**config.mk**
```make
export PLATFORM = sky130hd
export DESIGN_NAME = mem_fifo_ctrl
export DESIGN_NICKNAME = d
export VERILOG_FILES = /design/src/rtl/mem_fifo_ctrl.sv
export SDC_FILE = /design/constraint.sdc
export NUM_CORES = 1
export LEC_CHECK = 0
export BUFFER_PORTS_ARGS = -buffer_cell sky130_fd_sc_hd__buf_2
export CAP_MARGIN = 5
export CORE_MARGIN = 2
export CORE_UTILIZATION = 39
export CTS_BUF_LIST = sky130_fd_sc_hd__clkbuf_2
export CTS_CLUSTER_DIAMETER = 60
export DETAILED_ROUTE_END_ITERATION = 6
export PLACE_DENSITY = 0.77
export SLEW_MARGIN = 20
export SYNTH_ARGS = -nofsm -noshare
export SYNTH_HDL_FRONTEND = slang
export SYNTH_SLANG_ARGS = --single-unit
```
**constraint.sdc**
```tcl
create_clock -name clk -period 2.4 [get_ports clk]
set_input_delay 0.12 -clock clk [delete_from_list [all_inputs] [get_ports clk]]
set_output_delay 0.12 -clock clk [all_outputs]
set_load 0.005 [all_outputs]
```
**src/rtl/mem_fifo_ctrl.sv**
```systemverilog
// FIFO controller driving an external block RAM (registered read, 1-cycle latency).
// Define FIFO_ERR_FLAGS_EN to build the sticky overflow/underflow flags; otherwise they are tied low.
module mem_fifo_ctrl #(
    parameter int DATA_W = 8,
    parameter int ADDR_W = 4
) (
    input  logic              clk,
    input  logic              rst,
    input  logic              push,
    input  logic [DATA_W-1:0] push_data,
    output logic              full,
    input  logic              pop,
    output logic              pop_valid,
    output logic [DATA_W-1:0] pop_data,
    output logic              empty,
    output logic [ADDR_W:0]   count,
    output logic              mem_w_en,
    output logic [ADDR_W-1:0] mem_w_addr,
    output logic [DATA_W-1:0] mem_w_data,
    output logic              mem_r_en,
    output logic [ADDR_W-1:0] mem_r_addr,
    input  logic [DATA_W-1:0] mem_r_data,
    output logic              overflow,
    output logic              underflow
);

    localparam int DEPTH = 2 ** ADDR_W;
    localparam logic [ADDR_W:0] DEPTH_CNT = (ADDR_W + 1)'(DEPTH);

    logic [ADDR_W-1:0] wr_ptr;
    logic [ADDR_W-1:0] rd_ptr;
    logic [ADDR_W:0]   cnt;
    logic              rd_pending;
    logic              push_acc;
    logic              pop_acc;

    assign full  = (cnt == DEPTH_CNT);
    assign empty = (cnt == '0);
    assign count = cnt;

    // Enables are gated by rst so the RAM is never touched while in reset.
    assign push_acc = push && !full && !rst;
    assign pop_acc  = pop && !empty && !rst;

    assign mem_w_en   = push_acc;
    assign mem_w_addr = wr_ptr;
    assign mem_w_data = push_data;
    assign mem_r_en   = pop_acc;
    assign mem_r_addr = rd_ptr;

    assign pop_valid = rd_pending;
    assign pop_data  = mem_r_data;

    always_ff @(posedge clk) begin
        if (rst) begin
            wr_ptr     <= '0;
            rd_ptr     <= '0;
            cnt        <= '0;
            rd_pending <= 1'b0;
        end else begin
            if (push_acc) begin
                wr_ptr <= wr_ptr + 1'b1;
            end
            if (pop_acc) begin
                rd_ptr <= rd_ptr + 1'b1;
            end
            case ({push_acc, pop_acc})
                2'b10:   cnt <= cnt + 1'b1;
                2'b01:   cnt <= cnt - 1'b1;
                default: cnt <= cnt;
            endcase
            rd_pending <= pop_acc;
        end
    end

`ifdef FIFO_ERR_FLAGS_EN
    logic overflow_r;
    logic underflow_r;

    always_ff @(posedge clk) begin
        if (rst) begin
            overflow_r  <= 1'b0;
            underflow_r <= 1'b0;
        end else begin
            if (push && full) begin
                overflow_r <= 1'b1;
            end
            if (pop && empty) begin
                underflow_r <= 1'b1;
            end
        end
    end

    assign overflow  = overflow_r;
    assign underflow = underflow_r;
`else
    assign overflow  = 1'b0;
    assign underflow = 1'b0;
`endif

endmodule

```
**Word level (Yosys, flattened, before mapping)**

Cells that the tools add are included.
Widths: inputs -> output; s select.

- Flip-flop bits (word level): 14
- Bits in latches: 0
- Bits in writable memories: 0
- Bits in read-only memories: 0
- Input bits: 20
- Output and inout port bits: 36
- Word-level logic and storage cells: 21
- Memories kept: 0

- Add/subtract/negate cells: 4
- $mul: 0
- Divide/modulo/power cells: 0
- $lt $le $gt $ge: 0
- Eq/ne operators: 3
- Shifts and indexed selects: 0
- Mux-type cells: 1
- Bitwise logic cells: 0
- Reduce and logical (&&, ||, !) cells: 9

Operator list:

| kind | number |
|---|---|
| $pmux 5 s2 | 1 |
| $add 4x1->4 const B | 2 |
| $add 5x1->5 const B | 1 |
| $eq 5x5->1 const B | 1 |
| $logic_not 5->1 | 1 |
| $sub 5x1->5 const B | 1 |
| $logic_and 1x1->1 | 4 |
| $logic_not 1->1 | 3 |
| $eq 2x1->1 const B | 1 |
| $eq 2x2->1 const B | 1 |
| $reduce_bool 2->1 | 1 |

**Depth between registers and ports, before layout**

Gate-level depths: netlist of the first run.

- Word-level depth: 6
- Mapped depth: 9
- Depth with buffers taken out: 9

**Least setup slack after synthesis of the first run**

Ideal clock, no wire load.

- Path type: reg-to-reg
- Start point: reg cnt[0] (netlist: count[0])
- End point: reg cnt[4] (netlist: count[4])
- Library setup time: 0.070 ns
- Arrival: 2.616 ns
- Required time: 2.330 ns
- Slack: -0.286 ns
- Cell stages (with the launch flop): 10
- Buffers on the path: 0
- Clock period less this slack: 2.686 ns
- Cell sequence: dfxtp_1 > or4_4 > o21ai_4 > nor2_1 > ha_1 > fa_1 > nand3_1 > a21oi_1 > or4_1 > a21oi_1

- Longest elaborated chain between the ends: 6
- Elaborated cells on any way between the ends: 14
- Those cells by class: add/sub (2); eq/ne (3); mux (1); reduce/logical (8)

Ends and longest elaborated chain:

| item | RTL line | text |
|---|---|---|
| from (decl) | 32 | `logic [ADDR_W:0] cnt;` |
| from (signal assigned) | 68 | `2'b10: cnt <= cnt + 1'b1;` |
| from (signal assigned) | 69 | `2'b01: cnt <= cnt - 1'b1;` |
| from (signal assigned) | 70 | `default: cnt <= cnt;` |
| $logic_not 5->1 * | 38 | `assign empty = (cnt == '0);` |
| $logic_not 1->1 * | 43 | `assign pop_acc = pop && !empty && !rst;` |
| $logic_and 1x1->1 * (2 in a row) | 43 |  |
| named net mem_r_en | 20 | `output logic mem_r_en,` |
| $eq 2x1->1 or $eq 2x2->1 (tied branches) | 67 | `case ({push_acc, pop_acc})` |
| $pmux 5 s2 or $reduce_bool 2->1 (tied branches) | n/a |  |

The timed path passes the listed nets; every way through them passes the cells marked *.
A chain may end at the register's enable or synchronous reset.

**Worst setup path in the final report of the first run**

- Start point: reg cnt[3] (netlist: count[3])
- End point: reg cnt[4] (netlist: count[4])

- Longest elaborated chain between the ends: 6
- Elaborated cells on any way between the ends: 14
- Those cells by class: add/sub (2); eq/ne (3); mux (1); reduce/logical (8)

Ends and longest elaborated chain:

| item | RTL line |
|---|---|
| $eq 5x5->1 or $logic_not 5->1 (tied branches) | 37, 38 |
| $logic_not 1->1 (on tied branches) | 42, 43 |
| $logic_and 1x1->1 (on tied branches) (2 in a row) | 42, 43 |
| $eq 2x1->1 or $eq 2x2->1 (tied branches) | 67 |
| $pmux 5 s2 or $reduce_bool 2->1 (tied branches) | n/a |

Several ways; a longest one is shown, not always the timed one.

==> results.env, run 1 <==
PATH_CLK_SLEW_PS=130
FIN_MAX_SLEW_VIOS=0
FINAL_NETS=153
IR_DROP_WORST_CASE_VDD_uV=255.5
NUMBER_OF_SYNTHESIZED_FLOPS_WITH_AN_ENABLE_PIN=0
DRT-INITIAL-DRC-COUNT=4
POWER.INTERNAL_uW=431.6
SYNTH_TOP_AREA_CELL='sky130_fd_sc_hd__dfxtp_1'
SETUP_TNS_PS=-117.7
RUN_STATUS='finished with violations'
SW_FRAC_OF_TOTAL=0.3176
GRT_MAX_DEGREE=13
PATH_CLASS='reg2reg'
FINAL_MIN_PERIOD_OVER_CLOCK_PERIOD=1.028
SETUP_VIOLATIONS=2
YOSYSSEQAREASHARE=0.3168
GRT_PASS1_VIAS=632
NETLIST_TOP_CELLS_AREA='sky130_fd_sc_hd__dfxtp_1 32%, sky130_fd_sc_hd__buf_4 15%, sky130_fd_sc_hd__ha_1 8.5%, sky130_fd_sc_hd__nor2_1 6.8%, sky130_fd_sc_hd__xnor2_1 4.0%'
SHARE_SEQ_OF_TOTAL_POWER=0.429
FIN_CRIT_PS=2466
WL_PER_CELL_UM=12.11
VIOLATED_CHECKS='negative setup slack'
GRT_USE_TOTAL=0.1413
P_PER_AREA_nW_PER_UM2=553.1
P_SW_uW=200.9
SYNTHMOSTINSTANTIATEDCELL='sky130_fd_sc_hd__buf_4'
FINAL_CRITICAL_PATH_SETUP_SLACK_PS=-66.06
HOLD-WORST-SLACK_PS=121.0
CLOCK_TREE.BUFFER_DEPTH=2
POST_SYNTHESIS_CELL_COUNT=101
SYNTHTOLAYOUTAREAGROWTH_PCT=29.28
DIEAREA_UM2=2665
FINAL-HOLD-VIOLATION-COUNT=0
GRT_ANTENNA_BEFORE_REPAIR=0
SYN_AREA_PER_CELL_UM2=8.758
CLOCKROOTBUFFER='sky130_fd_sc_hd__clkbuf_2'
GLOBALPLACE.CONGESTION=0.8165
PORT_BUFFERS=21
FIN_UTIL=0.5271
DIE_HEIGHT_UM=51.63
WORST_PATH_MAXIMUM_FANOUT=5
VIAS_PER_CELL=4.743
CTS.SINKS=14
MET3_USAGE=0.02874
FINAL_LAYOUT_SIZE_SUFFIX_GT1_FRAC=0.5000
NUM_VIAS=721
DRT_WL_TOTAL_UM=1840
FINALCLOCKSKEW_PS=9.762
CRIT_PATH_START_KIND='flop'
ANTENNA_LEFT=0
HOLD_PATH.CLASS='in2reg'
POSTSYNTH.TOPFLOPCELL='sky130_fd_sc_hd__dfxtp_1'
SYNTH_WARN=0
WORST_SKEW_PAIR.LATE_LATENCY_PS=260
GRT.OVERFLOW.TOTAL=0
ASYNC_FLOP_SHARE=0
CTS_BUFFER_COUNT=3
CTS-HOLD-FIX-BUFFERS=0
INSERTEDDIODECOUNT=0
PLACEABLECOREAREA_UM2=2170
GRT_SETUP_UNREPAIRED='yes'
TOP_USAGE_LAYER='met2'
YOSYSTOPAREACELLSHARE=0.3168
POST-PLACE-WS_PS=-85.19
SETUP.REG_TO_REG.WORST_SLACK_PS=-70
IO_PINS=56
TRITONCTS='yes'
CRIT_PATH_CAPTURE_TYPE='flop'
YS_FF_LATCH=14
GLOBAL_ROUTE.USAGE.MET2=0.2436
YS_TOP_CELLS_BY_COUNT='18 x sky130_fd_sc_hd__buf_4, 16 x sky130_fd_sc_hd__nor2_1, 14 x sky130_fd_sc_hd__dfxtp_1'
GRT_PASS1_WL_UM=2822
COUNT_OF_H_TREE_LEVELS_BUILT_DURING_CTS=1
DETAIL_ROUTE.FIRST_PASS.ITERATIONS=4
SYNTH.CELL_AREA_UM2=884.6
USE_MET1=0.1616
DETAIL_ROUTE.DRC_VIOLATIONS=0
START_UTIL=0.4077
NUM_ROWS=17
P_COMB_FRAC=0.411
WORSTPATHARRIVAL_PS=2670
PWR-SHARE-CLK=0.161
FMAX_MHz=405.5
PLACE_HPWL_UM=1409
LEAKAGEPOWER_nW=0.5463
FLOORPLAN.DIE.WIDTH_UM=51.63
SYNTH_CELL_TYPES=28
TIMING.MAX_CAP.VIOLATIONS=0
CRITPATHREQUIREDTIME_PS=2600
==> per-layer routing <==
layer	wire length, um	vias to the layer above
li1	-	364
met5	0	-
met4	19	0
met3	134	2
met2	932	26
met1	753	329
==> cells in the final DEF (no fill, tap or decap), types with 2 or more instances in the layout <==
cell type                  Yosys  layout
sky130_fd_sc_hd__a211oi_1      2       2
sky130_fd_sc_hd__a21oi_1       6       3
sky130_fd_sc_hd__a21oi_2       0       3
sky130_fd_sc_hd__and3_1        2       2
sky130_fd_sc_hd__buf_2         0      21
sky130_fd_sc_hd__buf_4        18      20
sky130_fd_sc_hd__clkbuf_2      1       3
sky130_fd_sc_hd__conb_1        1       2
sky130_fd_sc_hd__dfxtp_1      14      11
sky130_fd_sc_hd__dfxtp_2       0       3
sky130_fd_sc_hd__ha_1          6       2
sky130_fd_sc_hd__ha_4          0       4
sky130_fd_sc_hd__inv_1         4       4
sky130_fd_sc_hd__mux2i_1       3       3
sky130_fd_sc_hd__nor2_1       16      15
sky130_fd_sc_hd__o211ai_1      2       2
sky130_fd_sc_hd__xnor2_1       4       4
sky130_fd_sc_hd__xor2_1        4       4
==> what timing repair did <==
item	4_1_cts	5_1_grt
endpoints found under the hold margin	0	0
buffers inserted	1	3
resized for setup	1	7
pin swaps	4	4
setup endpoints to repair	2	3
gates cloned	0	0
==> worst max-delay path, stage by stage (launching register included) <==
cell and delay, ps:
sky130_fd_sc_hd__dfxtp_2 340, sky130_fd_sc_hd__or4_4 540, sky130_fd_sc_hd__o21ai_4 170, sky130_fd_sc_hd__nor2_4 60
sky130_fd_sc_hd__ha_4 190, sky130_fd_sc_hd__fa_2 360, sky130_fd_sc_hd__nand3_2 100, sky130_fd_sc_hd__a21oi_2 60
sky130_fd_sc_hd__or4_1 460, sky130_fd_sc_hd__a21oi_1 130
==> sequential cells by signal, summed over array words and instances, names as in the netlist <==
signal,count
mem_w_addr,4
count,5
pop_valid,1
mem_r_addr,4
==> cell families (layout without fill, tap and decap cells) <==
group,after synthesis,count (layout),synth area share
muxes,3,3,0.03395
and+or+nand+nor,29,29,0.1655
buffers and inverters,26,48,0.1881
other,1,2,0.004239
adders and majority gates,7,7,0.1075
DFF,14,14,0.3168
AOI/OAI and AO/OA,13,13,0.1047
xor gates and xnor gates,8,8,0.07920
==> final timing paths <==
| path | from | endpoint | depth (start not counted) |
|---|---|---|---|
| min reg2reg | mem_r_addr[3] | mem_r_addr[3] | 2 |
| max reg2reg | count[3] | count[4] | 9 |
| min | rst | mem_w_addr[0] | 2 |
| max | count[3] | count[4] | 9 |
==> through the flow <==
step / power, mW / instances / instance area [um^2]
5_1_grt: 0.6743 / 152 / 1144
3_3_place_gp: 0.4954 / 145 / 1044
3_5_place_dp: 0.5038 / 145 / 1044
6_report: 0.6325 / 152 / 1144
4_1_cts: 0.6113 / 149 / 1070
2_1_floorplan: 0.4220 / 102 / 934.6
==> power groups by stage <==
stage          combinational (mW)  clock [mW]  sequential [mW]
6_report                    0.260       0.102            0.271
5_1_grt                     0.283       0.118            0.274
4_1_cts                     0.234       0.108            0.270
3_5_place_dp                0.229           0            0.275
3_3_place_gp                0.221           0            0.274
2_1_floorplan               0.142           0            0.281
==> final cells by class <==
class | instances | area [um^2]
fill | 200 | 1026
multi-input combinational | 62 | 539.3
sequential | 14 | 284.0
timing repair buffer | 41 | 255.2
tap | 28 | 35.03
clock buffer | 3 | 15.01
inverter | 4 | 15.01
No activity file was read; power rests on OpenSTA's default activity.
==> run 2: changes to the inputs <==
--- a/config.mk
+++ b/config.mk
@@ -5,10 +5,11 @@
 export SDC_FILE = /design/constraint.sdc
 export NUM_CORES = 1
 export LEC_CHECK = 0
+export ABC_AREA = 1
 export BUFFER_PORTS_ARGS = -buffer_cell sky130_fd_sc_hd__buf_2
 export CAP_MARGIN = 5
 export CORE_MARGIN = 2
-export CORE_UTILIZATION = 39
+export CORE_UTILIZATION = 41
 export CTS_BUF_LIST = sky130_fd_sc_hd__clkbuf_2
 export CTS_CLUSTER_DIAMETER = 60
 export DETAILED_ROUTE_END_ITERATION = 6
==> run 2 against run 1 <==
  * The run now ends clean
  * Clock-buffer cell count stayed put
  * Combinational power is 53% higher
  * Largest power group is now combinational logic
  * Die area is 10% higher
  * Sequential share of layout area is 2.8 points higher
  * Final area is 11% lower
  * Maximum frequency is 14% higher
  * Non-clock buffer count is 20 lower
  * First-iteration DRC count grew to 5.8 times the previous value
  * Final cell count is 15% higher
==> results.env, run 2 <==
GRT_USE_TOTAL=0.1470  # +0.005727
ANTENNA_LEFT=0  # unchanged
POST-PLACE-WS_PS=208.8  # +294.0 ps
PORT_BUFFERS=21  # unchanged
FILL_CELLS=262  # +31%
ASYNC_FLOP_SHARE=0  # unchanged
FIN_MAX_SLEW_VIOS=0  # unchanged
LEAKAGEPOWER_nW=0.5613  # +2.7%
PATH_CLASS='reg2reg'
CRITPATHREQUIREDTIME_PS=2590  # about the same
GRT_ANTENNA_BEFORE_REPAIR=0  # unchanged
TIMING.MAX_CAP.VIOLATIONS=0  # unchanged
VIAS_PER_CELL=4.691  # -1.1%
FIN_AREA_UM2=1022  # -11%
YOSYSTOPAREACELLSHARE=0.2709  # -0.04597
INSERTEDDIODECOUNT=0  # unchanged
WORSTPATHCELLLIST='nor2_4 -> nand3_4 -> nand2_2 -> nor2_1 -> inv_1 -> ha_1 -> ha_1 -> or2_2 -> nand3_1 -> nand3_1 -> nand2_1 -> inv_1'
GLOBAL_ROUTE.USAGE.MET2=0.2249  # -0.01869
MET3_USAGE=0.03552  # +0.006783
WL_PER_CELL_UM=11.23  # -7.2%
SYNTH_TOP_AREA_CELL='sky130_fd_sc_hd__dfxtp_1'
TRITONCTS='yes'
SHARE_SEQ_OF_TOTAL_POWER=0.406  # -0.023
DIEAREA_UM2=2941  # +10%
COUNT_OF_H_TREE_LEVELS_BUILT_DURING_CTS=1  # unchanged
POSTSYNTH.TOPFLOPCELL='sky130_fd_sc_hd__dfxtp_1'
HOLD-WORST-SLACK_PS=127.0  # +6.030 ps
SYNTHMOSTINSTANTIATEDCELL='sky130_fd_sc_hd__nand2_1'
PLACE_AREA_UM2=1005  # -3.7%
P_PER_AREA_nW_PER_UM2=832.2  # +50%
WORSTPATHARRIVAL_PS=2350  # -320 ps
PATH_CLK_SLEW_PS=130  # about the same
START_UTIL=0.4254  # +0.01768
LAYOUT.CELLS.MOST_COMMON='sky130_fd_sc_hd__nand2_1'
SYNTH_WARN=0  # unchanged
GRT_MAX_DEGREE=11  # -2
CTS.SINKS=14  # unchanged
GLOBALPLACE.CONGESTION=0.7855  # -3.8%
FINALCLOCKSKEW_PS=1.441  # -8.322 ps
POST_SYNTHESIS_CELL_COUNT=141  # +40%
WORST_SKEW_PAIR.LATE_LATENCY_PS=270  # about the same
RUN_STATUS='complete, no violations'
FINAL_NETS=174  # +14%
FINAL-HOLD-VIOLATION-COUNT=0  # unchanged
SW_FRAC_OF_TOTAL=0.4368  # +0.1192
SYN_AREA_PER_CELL_UM2=7.339  # -16%
TOP_USAGE_LAYER='met2'
SYNTH.CELL_AREA_UM2=1035  # +17%
SETUP_VIOLATIONS=0  # -2
CLOCK_TREE.BUFFER_DEPTH=2  # unchanged
YS_TOP_CELLS_BY_COUNT='24 x sky130_fd_sc_hd__nand2_1, 19 x sky130_fd_sc_hd__inv_1, 19 x sky130_fd_sc_hd__nor2_1'
YS_FF_LATCH=14  # unchanged
P_COMB_FRAC=0.469  # +0.058
NETLIST_TOP_CELLS_AREA='sky130_fd_sc_hd__dfxtp_1 27%, sky130_fd_sc_hd__buf_4 13%, sky130_fd_sc_hd__nand2_1 8.7%, sky130_fd_sc_hd__ha_1 7.3%, sky130_fd_sc_hd__inv_1 6.9%'
GRT_PASS1_VIAS=739  # +17%
TIMING.CRITICAL_PATH.SLOWEST_STAGE_CELL='sky130_fd_sc_hd__dfxtp_1'
CRIT_PATH_CAPTURE_TYPE='flop'
DETAIL_ROUTE.FIRST_PASS.ITERATIONS=5  # +1
PWR-SHARE-CLK=0.125  # -0.036
FLOORPLAN.DIE.WIDTH_UM=54.24  # +5.1%
IO_PINS=56  # unchanged
HIGHEST_CELL_DELAY_ON_THE_WORST_TIMING_PATH_PS=470  # -70 ps
NUM_VIAS=821  # +14%
BUFFERS_INSERTED_BY_POST_CTS_TIMING_REPAIR=0  # -1
CTS_RESIZED=0  # -1
FINAL_CRITICAL_PATH_SETUP_SLACK_PS=234.6  # +300.6 ps
SETUP_TNS_PS=0  # +117.7 ps
CRIT_PATH_START_KIND='flop'
FINAL_CELL_MIX='24 x sky130_fd_sc_hd__nand2_1, 21 x sky130_fd_sc_hd__buf_2, 19 x sky130_fd_sc_hd__nor2_1, 19 x sky130_fd_sc_hd__inv_1, 13 x sky130_fd_sc_hd__nand3_1'
POWER.INTERNAL_uW=479.1  # +11%
PLACEABLECOREAREA_UM2=2432  # +12%
MULTIINPUTGATEAREA_UM2=506.7  # -6.0%
FMAX_MHz=461.8  # +14%
CLOCKROOTBUFFER='sky130_fd_sc_hd__clkbuf_2'
WORST_PATH_MAXIMUM_FANOUT=9  # +4
LARGEST_REGISTER_FF_COUNT=5  # unchanged
CTS-HOLD-FIX-BUFFERS=0  # unchanged
FINAL_LAYOUT_SIZE_SUFFIX_GT1_FRAC=0.2552  # -0.2448
GRT_SETUP_UNREPAIRED='no'
NUM_ROWS=18  # +1
YOSYSSEQAREASHARE=0.2709  # -0.04597
SYNTH_CELL_TYPES=23  # -18%
DRT_WL_TOTAL_UM=1966  # +6.8%
DIE_HEIGHT_UM=54.24  # +5.1%
SEQUENTIAL_CELL_AREA_UM2=282.8  # -0.44%
P_SW_uW=371.6  # +85%
CTS_BUFFER_COUNT=3  # unchanged
DETAIL_ROUTE.DRC_VIOLATIONS=0  # unchanged
GRT.OVERFLOW.TOTAL=0  # unchanged
IR_DROP_WORST_CASE_VDD_uV=499.2  # +95%
FINAL_MIN_PERIOD_OVER_CLOCK_PERIOD=0.9023  # -0.1253
USE_MET1=0.1711  # +0.009507
GRT_PASS1_WL_UM=3098  # +9.8%
NUMBER_OF_SYNTHESIZED_FLOPS_WITH_AN_ENABLE_PIN=0  # unchanged
PLACE_HPWL_UM=1470  # +4.3%
HOLD_PATH.CLASS='in2reg'
DRT-INITIAL-DRC-COUNT=23  # +19
SYNTHTOLAYOUTAREAGROWTH_PCT=-1.209
FIN_CRIT_PS=2165  # -300.6 ps
==> run 2: cell count changes after synthesis, sizes merged, moves of 3 or more <==
cell	change
clkbuf	-3
nand2	+26
nand3	+13
xnor2	-4
inv	+16
nand4	+4
nor2	+5
mux2i	-3
==> run 2: kinds of logic after synthesis <==
family | share of synthesized area
compound gates | 0.04595
xor+xnor | 0.01693
fa+ha+maj | 0.09190
other cells | 0.003624
flops | 0.2709
simple gates | 0.3277
buf+inv | 0.2430
==> run 2: worst max-delay path: cells and delay by family, from the launching register on <==
family                     cells  cell delay (ps)
and+or+nand+nor                8              890
adders and majority gates      2              610
DFF                            1              470
buffers and inverters          2               90
==> run 2: final cells by class <==
| class | instances | area share |
|---|---|---|
| clock buffer | 3 | 0.01469 |
| multi-input combinational | 87 | 0.4957 |
| sequential | 14 | 0.2766 |
| tap | 30 | 0.03672 |
| timing repair buffer | 21 | 0.1028 |
| inverter | 20 | 0.07344 |
==> run 2: worst paths after layout <==
path                      start       endpoint  slack (ps)  cells after the start
setup / recovery       count[3]       count[4]         230                     12
hold / removal              rst  mem_r_addr[1]         130                      2
setup reg to reg       count[3]       count[4]         230                     12
hold reg to reg   mem_w_addr[1]  mem_w_addr[1]         520                      2
==> run 2: per-layer routing <==
layer / part of all wire / vias up / wire length [um]
met3: 0.094 / 8 / 184
met1: 0.45 / 347 / 878
li1: - / 429 / -
met4: 0.022 / 0 / 43
met5: 0 / - / 0
met2: 0.44 / 37 / 860
==> run 2: power groups by stage <==
stage / logic [mW] / registers, mW / clock network [mW]
5_1_grt: 0.459 / 0.350 / 0.123
2_1_floorplan: 0.315 / 0.340 / 0
6_report: 0.399 / 0.345 / 0.107
4_1_cts: 0.403 / 0.341 / 0.115
3_5_place_dp: 0.398 / 0.346 / 0
3_3_place_gp: 0.389 / 0.342 / 0
==> run 2: metrics by stage <==
stage,cells,util,total power [mW]
detailed placement,172,0.4131,0.7433
CTS,175,0.4192,0.8590
floorplan,142,-,0.6551
global route,175,0.4203,0.9315
global placement,172,0.4131,0.7308
finish,175,0.4203,0.8507
==> run 3: changes to the inputs <==
--- a/config.mk
+++ b/config.mk
@@ -14,6 +14,7 @@
 export CTS_CLUSTER_DIAMETER = 60
 export DETAILED_ROUTE_END_ITERATION = 6
 export PLACE_DENSITY = 0.77
+export REMOVE_ABC_BUFFERS = 1
 export SLEW_MARGIN = 20
 export SYNTH_ARGS = -nofsm -noshare
 export SYNTH_HDL_FRONTEND = slang
==> run 3 against run 2 <==
  * Sequential power shrank 1%
  * Final cell count did not move
  * Wire length rose by 4.2%
  * Core utilization unchanged
  * Hold slack improved by 11 ps
  * Clock power barely moved
  * Clock-buffer cell count did not move
  * Sequential share of layout area did not move
  * Critical endpoint unchanged
  * Non-clock buffer count stayed put
  * Via count is 4.0% higher
==> results.env, run 3 (synthesized netlist as in run 2, its figures left out) <==
DRT_WL_TOTAL_UM=2048  # +4.2%
BUFFERS_INSERTED_BY_POST_CTS_TIMING_REPAIR=0  # unchanged
HOLD_PATH.CLASS='in2reg'
WORST_SKEW_PAIR.LATE_LATENCY_PS=270  # about the same
FIN_MAX_SLEW_VIOS=0  # unchanged
GRT_ANTENNA_BEFORE_REPAIR=0  # unchanged
RUN_STATUS='complete, no violations'
TRITONCTS='yes'
FINAL_CELL_MIX='24 x sky130_fd_sc_hd__nand2_1, 21 x sky130_fd_sc_hd__buf_2, 19 x sky130_fd_sc_hd__nor2_1, 19 x sky130_fd_sc_hd__inv_1, 13 x sky130_fd_sc_hd__nand3_1'
PATH_CLK_SLEW_PS=120  # about the same
FINAL_NETS=174  # unchanged
GRT.OVERFLOW.TOTAL=0  # unchanged
LEAKAGEPOWER_nW=0.5613  # unchanged
PORT_BUFFERS=21  # unchanged
CLOCKROOTBUFFER='sky130_fd_sc_hd__clkbuf_2'
IO_PINS=56  # unchanged
GRT_MAX_DEGREE=11  # unchanged
WORSTPATHARRIVAL_PS=2310  # -40 ps
GRT_USE_TOTAL=0.1564  # +0.009422
TIMING.MAX_CAP.VIOLATIONS=0  # unchanged
FINALCLOCKSKEW_PS=3.870  # +2.429 ps
PLACEABLECOREAREA_UM2=2432  # unchanged
HOLD-WORST-SLACK_PS=137.5  # +10.53 ps
IR_DROP_WORST_CASE_VDD_uV=376.4  # -25%
SETUP_TNS_PS=0  # unchanged
PATH_CLASS='reg2reg'
WORST_R2R_STARTPOINT='count[3]'
TIMING.CRITICAL_PATH.SLOWEST_STAGE_CELL='sky130_fd_sc_hd__dfxtp_1'
GRT_PASS1_WL_UM=3249  # +4.9%
NUM_VIAS=854  # +4.0%
DIEAREA_UM2=2941  # unchanged
HIGHEST_CELL_DELAY_ON_THE_WORST_TIMING_PATH_PS=450  # -20 ps
WL_PER_CELL_UM=11.70  # +4.2%
FINAL-HOLD-VIOLATION-COUNT=0  # unchanged
P_PER_AREA_nW_PER_UM2=822.5  # -1.2%
START_UTIL=0.4254  # unchanged
WORST_PATH_MAXIMUM_FANOUT=9  # unchanged
CTS-HOLD-FIX-BUFFERS=0  # unchanged
CRIT_PATH_CAPTURE_TYPE='flop'
CTS_BUFFER_COUNT=3  # unchanged
INSERTEDDIODECOUNT=0  # unchanged
CRITICAL_PATH.TOP_DELAY_FAMILY='simple AND/OR/NAND/NOR gates'
DRT-INITIAL-DRC-COUNT=5  # -78%
CP_NUM_BUF_INV=2  # unchanged
SYNTHTOLAYOUTAREAGROWTH_PCT=-1.209  # unchanged
CRITPATHREQUIREDTIME_PS=2580  # about the same
FMAX_MHz=470.0  # +1.8%
FLOORPLAN.DIE.WIDTH_UM=54.24  # unchanged
FIN_CRIT_PS=2127  # -37.93 ps
CTS.SINKS=14  # unchanged
FINAL_MIN_PERIOD_OVER_CLOCK_PERIOD=0.8865  # -0.01580
DETAIL_ROUTE.DRC_VIOLATIONS=0  # unchanged
WORST_HOLD_STARTPOINT='rst'
GLOBALPLACE.CONGESTION=0.8409  # +7.1%
GRT_SETUP_UNREPAIRED='no'
GRT_PASS1_VIAS=773  # +4.6%
CLOCK_TREE.BUFFER_DEPTH=2  # unchanged
LAYOUT.CELLS.MOST_COMMON='sky130_fd_sc_hd__nand2_1'
FINAL_LAYOUT_SIZE_SUFFIX_GT1_FRAC=0.2552  # unchanged
NUM_ROWS=18  # unchanged
WORSTPATHCELLLIST='nor2_4 -> nand3_4 -> nand2_2 -> nor2_1 -> inv_1 -> ha_1 -> ha_1 -> or2_2 -> nand3_1 -> nand3_1 -> nand2_1 -> inv_1'
PLACE_HPWL_UM=1638  # +11%
LARGEST_REGISTER_FF_COUNT=5  # unchanged
WORSTSETUPSTARTPOINT='count[3]'
DETAIL_ROUTE.FIRST_PASS.ITERATIONS=4  # -1
DIE_HEIGHT_UM=54.24  # unchanged
SETUP_VIOLATIONS=0  # unchanged
ANTENNA_LEFT=0  # unchanged
VIAS_PER_CELL=4.880  # +4.0%
FILL_CELLS=255  # -2.7%
CRIT_PATH_START_KIND='flop'
COUNT_OF_H_TREE_LEVELS_BUILT_DURING_CTS=1  # unchanged
## run 3: cell counts in the layout (fill, tap and decap cells not counted)
Identical to the previous run, type by type.
## run 3: final timing paths
kind | slack [ps] | cells after the start | endpoint
setup / recovery | 270 | 12 | count[4]
hold / removal | 140 | 2 | mem_r_addr[1]
setup reg to reg | 270 | 12 | count[4]
hold reg to reg | 510 | 2 | mem_r_addr[1]
## run 3: final cells by class
| type | instances | area (um^2) | area share |
|---|---|---|---|
| Inverter | 20 | 75.07 | 0.07344 |
| Clock buffer | 3 | 15.01 | 0.01469 |
| Multi-Input combinational cell | 87 | 506.7 | 0.4957 |
| Sequential cell | 14 | 282.8 | 0.2766 |
| Timing Repair Buffer | 21 | 105.1 | 0.1028 |
| Tap cell | 30 | 37.54 | 0.03672 |
## run 3: metrics by stage
step                utilization  setup WS [ps]  cells  area (um^2)  power, mW
global placement         0.4131          279.9    172         1005     0.7271
detailed placement       0.4131          202.0    172         1005     0.7420
global route             0.4203          39.62    175         1022     0.9232
finish                   0.4203          272.5    175         1022     0.8408
floorplan                     -          303.7    121        862.1     0.6190
CTS                      0.4192          173.2    175         1020     0.8473
## run 3: repair_timing
action | CTS | global route
resized for setup | 0 | 2
endpoints found under the hold margin | 0 | 0
setup endpoints to repair | 0 | 2
## run 3: layer usage
metal,global-route usage,vias up,share of wire
li1,-,426,-
met1,0.1804,383,0.44
met2,0.2269,41,0.43
met3,0.09563,4,0.13
met4,0.06250,0,0.010
met5,0.06250,-,0
## run 3: report_power, final
group          switching [mW]  leakage (nW)  total (mW)  internal [mW]
Sequential             0.0637         0.115       0.341          0.277
Combinational           0.227         0.433       0.394          0.168
Clock                  0.0713        0.0125       0.105         0.0341
